**src/rtl/uart_pkg.sv**
```systemverilog
// Shared constants for the UART transmit framer: FSM state codes,
// parity-type encoding and the legal payload-width range.
package uart_pkg;

  // FSM state codes (also visible on the framer's debug state output)
  typedef logic [2:0] uart_state_t;
  localparam uart_state_t ST_IDLE   = 3'd0;
  localparam uart_state_t ST_START  = 3'd1;
  localparam uart_state_t ST_DATA   = 3'd2;
  localparam uart_state_t ST_PARITY = 3'd3;
  localparam uart_state_t ST_STOP   = 3'd4;

  // Parity type selector values
  localparam logic PAR_EVEN = 1'b0;
  localparam logic PAR_ODD  = 1'b1;

  // Legal payload width range
  localparam int DATA_W_MIN = 5;
  localparam int DATA_W_MAX = 9;

endpackage

```
**src/rtl/uart_bit_timer.sv**
```systemverilog
// Bit-period down-counter. While running it counts CLKS_PER_BIT cycles per
// bit and pulses o_bit_done in the last cycle of each bit, reloading itself
// at that boundary. i_restart reloads it to start a fresh bit period.
module uart_bit_timer #(
  parameter int CLKS_PER_BIT = 16
) (
  input  logic clk,
  input  logic rst,
  input  logic i_restart,
  input  logic i_run,
  output logic o_bit_done
);

  localparam int CW = (CLKS_PER_BIT > 1) ? $clog2(CLKS_PER_BIT) : 1;
  localparam logic [CW-1:0] RELOAD = CW'(CLKS_PER_BIT - 1);
  localparam logic [CW-1:0] ONE    = CW'(1);

  generate
    if (CLKS_PER_BIT < 1) begin : g_bad_cpb
      $error("uart_bit_timer: CLKS_PER_BIT must be >= 1");
    end
  endgenerate

  logic [CW-1:0] r_count;

  assign o_bit_done = i_run && (r_count == '0);

  // Count down within a bit; reload on restart or at each bit boundary
  always_ff @(posedge clk or negedge rst) begin
    if (!rst) begin
      r_count <= '0;
    end else if (i_restart || o_bit_done) begin
      r_count <= RELOAD;
    end else if (i_run) begin
      r_count <= r_count - ONE;
    end
  end

endmodule

```
**src/rtl/uart_tx_framer.sv**
```systemverilog
// UART transmit framer: accepts a word on a valid/ready handshake and
// serialises it as start bit, DATA_W data bits (LSB first), optional parity
// and one or two stop bits on a registered, idle-high line.
//
// Handshake: a word is taken on any rising clk edge where data_valid and
// ready are both 1; data_in, par_en, par_typ and stop2 are captured on that
// edge. ready is high in IDLE and in the final cycle of the last stop bit,
// so a word offered then starts its start bit with no idle gap. Inputs seen
// while ready is low are ignored.
module uart_tx_framer
  import uart_pkg::*;
#(
  parameter int DATA_W       = 8,
  parameter int CLKS_PER_BIT = 16
) (
  input  logic              clk,
  input  logic              rst,
  input  logic [DATA_W-1:0] data_in,
  input  logic              data_valid,
  input  logic              par_en,
  input  logic              par_typ,
  input  logic              stop2,
  output logic              ready,
  output logic              busy,
  output logic              tx_out,
  output logic [2:0]        dbg_state
);

  generate
    if (DATA_W < DATA_W_MIN || DATA_W > DATA_W_MAX) begin : g_bad_data_w
      $error("uart_tx_framer: DATA_W must be within 5..9");
    end
  endgenerate

  localparam logic [3:0] LAST_IDX = 4'(DATA_W - 1);

  uart_state_t       r_state;
  logic              r_tx;
  logic [DATA_W-1:0] r_data;
  logic              r_par;
  logic              r_par_en;
  logic              r_stop2;
  logic [3:0]        r_bit_idx;
  logic              r_stop_idx;
  logic              r_armed;

  logic w_bit_done;
  logic w_last_stop;
  logic w_accept;

  uart_bit_timer #(.CLKS_PER_BIT(CLKS_PER_BIT)) u_timer (
    .clk        (clk),
    .rst        (rst),
    .i_restart  (w_accept),
    .i_run      (r_state != ST_IDLE),
    .o_bit_done (w_bit_done)
  );

  // Final cycle of the last stop bit (second one when two are configured)
  assign w_last_stop = (r_state == ST_STOP) && w_bit_done && (r_stop_idx || !r_stop2);
  // r_armed keeps ready low during reset and until the first clk after it
  assign ready     = r_armed && ((r_state == ST_IDLE) || w_last_stop);
  assign w_accept  = data_valid && ready;
  assign busy      = (r_state != ST_IDLE);
  assign tx_out    = r_tx;
  assign dbg_state = r_state;

  // Frame sequencer: captures on accept, steps bit by bit on timer pulses,
  // and registers the line value for the bit being entered
  always_ff @(posedge clk or negedge rst) begin
    if (!rst) begin
      r_state    <= ST_IDLE;
      r_tx       <= 1'b1;
      r_data     <= '0;
      r_par      <= 1'b0;
      r_par_en   <= 1'b0;
      r_stop2    <= 1'b0;
      r_bit_idx  <= '0;
      r_stop_idx <= 1'b0;
      r_armed    <= 1'b0;
    end else begin
      r_armed <= 1'b1;
      if (w_accept) begin
        r_state    <= ST_START;
        r_tx       <= 1'b0;
        r_data     <= data_in;
        r_par      <= (par_typ == PAR_ODD) ? ~^data_in : ^data_in;
        r_par_en   <= par_en;
        r_stop2    <= stop2;
        r_bit_idx  <= '0;
        r_stop_idx <= 1'b0;
      end else if (w_bit_done) begin
        case (r_state)
          ST_START: begin
            r_state   <= ST_DATA;
            r_tx      <= r_data[0];
            r_bit_idx <= '0;
          end
          ST_DATA: begin
            if (r_bit_idx == LAST_IDX) begin
              if (r_par_en) begin
                r_state <= ST_PARITY;
                r_tx    <= r_par;
              end else begin
                r_state    <= ST_STOP;
                r_tx       <= 1'b1;
                r_stop_idx <= 1'b0;
              end
            end else begin
              // Shift so the next payload bit is always at index 1 -> 0
              r_bit_idx <= r_bit_idx + 4'd1;
              r_data    <= r_data >> 1;
              r_tx      <= r_data[1];
            end
          end
          ST_PARITY: begin
            r_state    <= ST_STOP;
            r_tx       <= 1'b1;
            r_stop_idx <= 1'b0;
          end
          ST_STOP: begin
            r_tx <= 1'b1;
            if (w_last_stop) begin
              r_state <= ST_IDLE;
            end else begin
              r_stop_idx <= 1'b1;
            end
          end
          default: begin
            r_state <= ST_IDLE;
            r_tx    <= 1'b1;
          end
        endcase
      end
    end
  end

endmodule

```
**config.mk**
```make
export PLATFORM = sky130hd
export DESIGN_NAME = uart_tx_framer
export DESIGN_NICKNAME = d
export VERILOG_FILES = /design/src/rtl/uart_pkg.sv /design/src/rtl/uart_bit_timer.sv /design/src/rtl/uart_tx_framer.sv
export SDC_FILE = /design/constraint.sdc
export NUM_CORES = 1
export LEC_CHECK = 0
export ABC_AREA = 1
export BUFFER_PORTS_ARGS = -buffer_cell sky130_fd_sc_hd__buf_2
export CORE_ASPECT_RATIO = 1.25
export CORE_MARGIN = 3
export CORE_UTILIZATION = 57
export CTS_CLUSTER_DIAMETER = 80
export CTS_CLUSTER_SIZE = 14
export DETAILED_ROUTE_END_ITERATION = 8
export HOLD_SLACK_MARGIN = 0.12
export PLACE_DENSITY = 0.76
export SLEW_MARGIN = 25
export SYNTH_ARGS = -nofsm -noshare
export SYNTH_HDL_FRONTEND = slang
export SYNTH_HIERARCHICAL = 1
export SYNTH_SLANG_ARGS = --single-unit
```
**constraint.sdc**
```tcl
create_clock -name clk -period 3.15 [get_ports clk]
set_clock_uncertainty 0.1 [all_clocks]
set_input_delay 0.63 -clock clk [delete_from_list [all_inputs] [get_ports clk]]
set_output_delay 0.63 -clock clk [all_outputs]
set_load 0.05 [all_outputs]
```
* Word-level counts from Yosys, hierarchy flattened *
Index checks and enable logic that the tools add are counted.

storage, ports and cells
  register bits after elaboration = 25
  bits of input ports = 14
  word-level logic and storage cells = 74

operators by class
  $add $sub $neg = 2
  eq/ne operators = 11
  multiplexer cells = 28
  reduce and logical (&&, ||, !) cells = 23

operators with widths
  cell                                               count
  2-to-1 mux 8 bit                                   4
  2-to-1 mux 4 bit                                   5
  2-to-1 mux 3 bit                                   5
  != test 3 x 2 -> 1 bit (second input constant)     5
  one-hot mux 3 bit (4 select lines)                 1
  2-to-1 mux 1 bit                                   10
  AND reduction 3 bit                                3
  one-hot mux 4 bit (2 select lines)                 1
  XNOR reduction 8 bit                               1
  XOR reduction 8 bit                                1
  == test 3 x 2 -> 1 bit (second input constant)     2
  nonzero test 2 bit                                 3
  nonzero test 3 bit                                 2
  logical AND 1 bit                                  5
  AND reduction 5 bit                                1
  adder 4 x 1 -> 4 bit (second input constant)       1
  == test 4 x 3 -> 1 bit (second input constant)     1
  logical NOT 4 bit                                  1
  nonzero test 4 bit                                 1
  subtractor 4 x 1 -> 4 bit (second input constant)  1
  == test 3 x 1 -> 1 bit (second input constant)     1
  == test 3 bit (second input constant)              1
  logical NOT 3 bit                                  1
  logical OR 1 bit                                   3
  other kinds (4)                                    4

* Depth between registers and ports, before layout *
Gate-level depths: netlist of run 1.

  depth after elaboration = 9
  gate-level depth with buffers = 14

* Modules after synthesis *
Netlist of run 1, hierarchy kept.

modules (own cells, without submodules)
  module          instances  cells an instance  area an instance (um^2)
  uart_tx_framer  1          190                1326.3
  uart_bit_timer  1          29                 231.5

* Least setup slack after synthesis of run 1 *
No wires, ideal clock.

  path type = reg2out
  start point = reg r_state[1], in the netlist dbg_state[1]
  end point = out ready
  data arrival time = 2882 ps
  data required time = 2420 ps
  setup slack = -462 ps
  stages on the path, launching flop included = 11
  path through = dfrtp_1 > inv_1 > nand3_1 > nand2_1 > nor3_1 > inv_2 > a21oi_2 > nand2_1 > nand2_2 > nand2_1 > inv_1

on the way
  cells in the longest elaborated chain, start to end = 6
  elaborated cells on any way between the ends = 8

RTL lines
  item                             RTL line              RTL
  start, declared                  uart_tx_framer.sv:37  uart_state_t r_state;
  start signal, assigned           uart_tx_framer.sv:72  r_state <= ST_IDLE;
  start signal, assigned           uart_tx_framer.sv:84  r_state <= ST_START;
  start signal, assigned           uart_tx_framer.sv:95  r_state <= ST_DATA;
  nonzero test 3 bit               n/a
  via busy                         uart_tx_framer.sv:24  output logic busy,
  logical AND 1 bit                uart_bit_timer.sv:26  assign o_bit_done = i_run && (r_count == '0);
  via w_bit_done                   uart_tx_framer.sv:47  logic w_bit_done;
  logical AND 1 bit (2 in series)  uart_tx_framer.sv:60  assign w_last_stop = (r_state == ST_STOP) && w_bit_done && (r_stop_idx || !r_stop2);
  logical OR 1 bit                 uart_tx_framer.sv:62  assign ready = r_armed && ((r_state == ST_IDLE) || w_last_stop);
  logical AND 1 bit                uart_tx_framer.sv:62
  end, declared                    uart_tx_framer.sv:23  output logic ready,

The timed path passes the listed nets, and every way through them passes these cells.

* Worst setup path in the final report of run 1 *
  start point = reg r_state[1], in the netlist dbg_state[1]
  end point = out ready

on the way
  cells in the longest elaborated chain, start to end = 6
  elaborated cells on any way between the ends = 8

RTL lines
  item                             RTL line              RTL
  nonzero test 3 bit               uart_tx_framer.sv:55  .i_run (r_state != ST_IDLE),
  logical AND 1 bit                uart_bit_timer.sv:26
  via w_bit_done                   uart_tx_framer.sv:47
  logical AND 1 bit (2 in series)  uart_tx_framer.sv:60
  logical OR 1 bit                 uart_tx_framer.sv:62
  logical AND 1 bit                uart_tx_framer.sv:62

The timed path passes the listed nets, and every way through them passes these cells.

==> results.yml, run 1 <==
timing:
  tightest_slew_ns: 0.5673
  period_share: 0.9185
  fmax_mhz: 345.6
  slew_headroom: 0.6218
  final_max_slew_viol_count: 0
  setup-violations-final: 0
  rsz0062_at_grt: "false"
  fin_crit_ns: 2.893
  totalNegativeSetupSlack_ns: 0
  hold_viol_final: 0
  fin_ws_ns: 0.2568
floorplan:
  coreArea_mm2: 0.002527
  initial_core_util: 0.6163
  dieArea_mm2: 0.003400
  fp-row-count: 20
  die_y_um: 64.45
  ioPinCount: 20
  die_w_um: 52.76
synthesis:
  ys_ff_latch: 25
  synth.distinct_cells: 26
  ys_seq_area_frac: 0.4024
  synth.avg_cell_area_um2: 7.113
  synthTopCellsByArea: "dfrtp_1, nand2_1, nand3_1"
  synth_top_area_cell: "dfrtp_1"
  yosysTopAreaCellShare: 0.3855
  syn-num-nets: 236
  syn_area_mm2: 0.001558
  synth_warnings: 6
  syn-instance-count: 219
cts:
  cts_made_buffers: 3
  clk_latency_ns: 0.32
  path_clk_slew_ns: 0.14
  ctsHtreeMaxLevel: 1
  postCtsSetupRepairBufs: 0
  post_cts_resized: 0
  cts_tree: "done"
  hold_buffers: 0
  cts.sinks: 25
  clock_path_buffers: 2
  cts-root-buf: "clkbuf_4"
drt:
  antenna_left: 0
  top_layer: "met4"
  dr.pass1.iters: 4
  met2_length_mm: 1.629
  drc: 0
  routedLengthMet1_mm: 1.326
  routed_via_density: 5.161
  avgRoutedWirePerCell_um: 11.66
  wl_met3_um: 129
  drt_iter0_drc: 38
  vias: 1409
  wl_mm: 3.182
place:
  port_buffers: 19
  dp_hpwl_mm: 2.476
  dp_cells: 269
  dpl_worst_slack_ns: 0.6298
  globalplace.congestion: 0.9395
critical_path:
  cp_slowest_cell: "dfrtp_2"
  cp_max_fo: 8
  critPathBufInv: 5
  worstPathCellList: "inv_1 -> nand3_2 -> nand2_1 -> nor3_2 -> buf_4 -> inv_2 -> a21oi_2 -> nand2_1 -> nand2_2 -> nand2_1 -> inv_1 -> buf_2"
  crit_top_cell: "nand2_1"
  cp_top_family: "simple AND/OR/NAND/NOR gates"
  crit_path_end_kind: "output pin"
  rr_worst_depth: 13
  required_ns: 2.42
  crit_type: "reg -> out"
  critPathArrivalTime_ns: 2.16
  critical_path_depth: 12
  cp-start-kind: "register"
  max_stage_delay_ns: 0.45
global_route:
  grt_start_max_net_pins: 26
  track_usage: 0.2169
  grt_pass1_vias: 1367
  grt_overflow_total: 0
  grt_pass1_wl_mm: 5.623
  antenna_found_initial: 0
outcome:
  status: "complete, no violations"
cells_and_area:
  diodes: 0
  nNetsFinal: 258
  post_route_cells_drive_above_1_share: 0.1917
  final_cells: 273
  layout_commonest_cell: "nand2_1"
  mostFrequentLayoutCells: "nand2_1, inv_1, dfrtp_1"
  area_growth_syn_to_layout_pct: 9.799
pwr:
  p_sw_w: 0.0001191
  intPower_w: 0.0003822
  ir_drop_v: 0.0002378
  power_density_mw_per_mm2: 293.1
  p_leak_nw: 0.9160
  p_sw_frac: 0.2376
  pwr-share-seq: 0.643
  combPwrFrac: 0.071
  p_clk_frac: 0.286
run:
  maxCapViolCount: 0
hold_path:
  hp-class: "in -> async"
flip-flops by register name (all words and copies together), names as in the netlist:
signal and count:
tx_out 1, r_bit_idx 4, r_data 8, r_par 1, dbg_state 3, r_stop2 1
r_armed 1, r_par_en 1, u_timer/r_count 4, r_stop_idx 1
synthesized netlist by cell type (all sizes together):
cell type and n:
nand2 80, inv 32, dfrtp 24, nand3 24
nor2 18, o21ai 16, a21oi 7, buf 3
ha 3, xor2 3, nand3b 2, o211ai 2
conb 1, dfstp 1, nand4 1, nor3 1
or2 1
final cells by class:
cell class | instances | area, µm²
Clock buffer | 3 | 22.52
Inverter | 32 | 120.1
Fill cell | 228 | 817.0
Timing Repair Buffer | 20 | 102.6
Sequential cell | 25 | 628.1
Clock inverter | 1 | 5.005
Tap cell | 33 | 41.29
Multi-Input combinational cell | 159 | 790.8
final timing paths:
path,from,endpoint,slack [ns]
max,dbg_state[1],ready,0.26
min,rst,r_bit_idx[0],0.18
max reg2reg,dbg_state[1],u_timer/r_count[3],0.83
min reg2reg,r_data[5],r_data[5],0.39
max in group asynchronous,rst,dbg_state[1],2.36
min in group clk,r_data[5],r_data[5],0.39
power by group through the flow:
| stage | Combinational, W | Sequential, W | Clock, W |
|---|---|---|---|
| 2_1_floorplan | 0.0000156 | 0.000328 | 0 |
| 3_3_place_gp | 0.0000343 | 0.000328 | 0 |
| 3_5_place_dp | 0.0000363 | 0.000328 | 0 |
| 4_1_cts | 0.0000364 | 0.000322 | 0.000149 |
| 5_1_grt | 0.0000419 | 0.000323 | 0.000167 |
| 6_report | 0.0000355 | 0.000322 | 0.000143 |
layer usage:
| metal | vias up | GRT usage |
|---|---|---|
| met4 | 0 | 0.1054 |
| met3 | 13 | 0.02759 |
| li1 | 727 | - |
| met2 | 40 | 0.3851 |
| met5 | - | 0 |
| met1 | 629 | 0.2478 |
cells by family after synthesis:
kind of cell,count (synthesis),share of synthesized area
AND/OR/NAND/NOR,127,0.3695
buffers and inverters,35,0.09639
AO/OA/AOI/OAI,25,0.08835
flip-flops,25,0.4024
XOR/XNOR,3,0.01687
adder cells (fa/ha/maj),3,0.02410
other,1,0.002407
through the flow:
step / area, µm² / hold WS, ns / utilization / total power (W)
finish: 1710 / 0.1778 / 0.6767 / 0.0005013
global route: 1710 / 0.1968 / 0.6767 / 0.0005317
CTS: 1710 / 0.1982 / 0.6767 / 0.0005083
detailed placement: 1683 / 0.3631 / 0.6658 / 0.0003646
global placement: 1683 / 0.3562 / 0.6658 / 0.0003626
floorplan: 1569 / 0.2344 / - / 0.0003440
Note: power is estimated with default switching activity, not from simulation.
==> inputs of run 2 (changes only) <==
--- a/config.mk
+++ b/config.mk
@@ -10,11 +10,11 @@
 export CORE_ASPECT_RATIO = 1.25
 export CORE_MARGIN = 3
 export CORE_UTILIZATION = 57
-export CTS_CLUSTER_DIAMETER = 80
 export CTS_CLUSTER_SIZE = 14
 export DETAILED_ROUTE_END_ITERATION = 8
 export HOLD_SLACK_MARGIN = 0.12
 export PLACE_DENSITY = 0.76
+export RECOVER_POWER = 100
 export SLEW_MARGIN = 25
 export SYNTH_ARGS = -nofsm -noshare
 export SYNTH_HDL_FRONTEND = slang
==> run 2 against run 1 <==
Compared with the run above: combinational power down 1%; final area down 0.80%; core utilization decreased by 0.54 points; final cell count did not move; sequential cell count did not move; die area stayed put; fmax down 0.28%; critical endpoint unchanged.
==> results.yml, run 2 (synthesized netlist as in run 1, its figures left out) <==
timing:
  hold_viol_final: 0
  setup-violations-final: 0
  tightest_slew_ns: 1.347
  fmax_mhz: 344.7
  fin_crit_ns: 2.901
  fin_ws_ns: 0.2487
  period_share: 0.9211
  totalNegativeSetupSlack_ns: 0
  final_max_slew_viol_count: 0
  rsz0062_at_grt: "false"
  slew_headroom: 0.1017
cells_and_area:
  mostFrequentLayoutCells: "nand2_1, inv_1, dfrtp_1"
  diodes: 0
  largest_register: "r_data"
  nNetsFinal: 258
  layout_commonest_cell: "nand2_1"
  final_area_mm2: 0.001697
  area_growth_syn_to_layout_pct: 8.916
  largest_register_ffs: 8
  final_util: 0.6713
  reg_top3: "r_data: 8 flops, r_bit_idx: 4 flops, u_timer/r_count: 4 flops"
  final_cells: 273
  post_route_cells_drive_above_1_share: 0.1542
cts:
  cts.sinks: 25
  ctsHtreeMaxLevel: 1
  clock_path_buffers: 2
  cts-root-buf: "clkbuf_4"
  cts_made_buffers: 3
  postCtsSetupRepairBufs: 0
  clk_latency_ns: 0.32
  hold_buffers: 0
  cts_tree: "done"
  path_clk_slew_ns: 0.14
  post_cts_resized: 0
drt:
  vias: 1404
  drc: 0
  dr.pass1.iters: 5
  antenna_left: 0
  wl_mm: 3.160
  routed_via_density: 5.143
  avgRoutedWirePerCell_um: 11.58
  drt_iter0_drc: 53
global_route:
  antenna_found_initial: 0
  grtUsageMet2: 0.3851
  grt_start_max_net_pins: 26
  grt.busiest_layer: "met2"
  met1_usage: 0.2478
  grtUsageMet3: 0.02759
  track_usage: 0.2169
  grt_pass1_wl_mm: 5.623
  grt_overflow_total: 0
  grt_pass1_vias: 1367
floorplan:
  die_w_um: 52.76
  dieArea_mm2: 0.003400
  ioPinCount: 20
  initial_core_util: 0.6163
  fp-row-count: 20
  die_y_um: 64.45
  coreArea_mm2: 0.002527
place:
  dp_hpwl_mm: 2.476
  globalplace.congestion: 0.9395
  dpl_worst_slack_ns: 0.6298
  dp_cells: 269
  port_buffers: 19
  placed_cell_area_mm2: 0.001683
critical_path:
  cp-start-kind: "register"
  crit_path_end_kind: "output pin"
  crit_type: "reg -> out"
  cp_max_fo: 8
  required_ns: 2.42
  critPathArrivalTime_ns: 2.17
pwr:
  ir_drop_v: 0.0002373
  p_leak_nw: 0.9029
  power_density_mw_per_mm2: 295.8
run:
  maxCapViolCount: 0
outcome:
  status: "complete, no violations"
hold_path:
  hp-class: "reg -> reg"
run 2: changes by cell type in the layout (fill, tap and decap cells not counted), sizes merged:
cell    delta
buf        -6
clkbuf     +6
run 2: area by class of cell:
cell class / count / area, µm²
inverters: 32 / 120.1
multi-input cells: 159 / 784.5
repair buffers: 20 / 95.09
clock buffers: 3 / 22.52
clock inverters: 1 / 5.005
flip-flops and latches: 25 / 628.1
fillers: 234 / 830.8
well taps: 33 / 41.29
run 2: per-layer routing:
layer  routed length (µm)  part of all wire
met5                    0                 0
met4                   91             0.029
met3                  122             0.039
met2                 1622              0.51
met1                 1323              0.42
run 2: where the power goes:
part	internal, W	total (W)	switching, W
logic	0.0000127	0.0000351	0.0000224
registers	0.000322	0.000322	0.000000710
clock network	0.0000476	0.000144	0.0000968
total	0.000382	0.000502	0.000120
run 2: through the flow:
| step | total power, W | hold WS (ns) |
|---|---|---|
| 4_1_cts | 0.0005083 | 0.1982 |
| 2_1_floorplan | 0.0003440 | 0.2344 |
| 5_1_grt | 0.0005314 | 0.3997 |
| 3_5_place_dp | 0.0003646 | 0.3631 |
| 3_3_place_gp | 0.0003626 | 0.3562 |
| 6_report | 0.0005019 | 0.3890 |
run 2: path summary, 6_finish.rpt:
check | cells after the start | end | slack (ns) | start
setup / recovery | 12 | ready | 0.25 | dbg_state[1]
setup reg to reg | 13 | u_timer/r_count[3] | 0.64 | dbg_state[1]
hold / removal | 2 | r_data[5] | 0.39 | r_data[5]
min in group asynchronous | 1 | r_bit_idx[0] | 0.48 | rst
hold reg to reg | 2 | r_data[5] | 0.39 | r_data[5]
max in group asynchronous | 1 | dbg_state[1] | 1.59 | rst
run 2: critical path, stage by stage (launching register included):
cell and delay (ns):
dfrtp_2 0.45, inv_1 0.12, nand3_2 0.17, nand2_1 0.10
nor3_2 0.11, buf_4 0.17, inv_2 0.06, a21oi_2 0.09
nand2_1 0.07, nand2_1 0.13, nand2_1 0.08, inv_1 0.05
buf_2 0.25
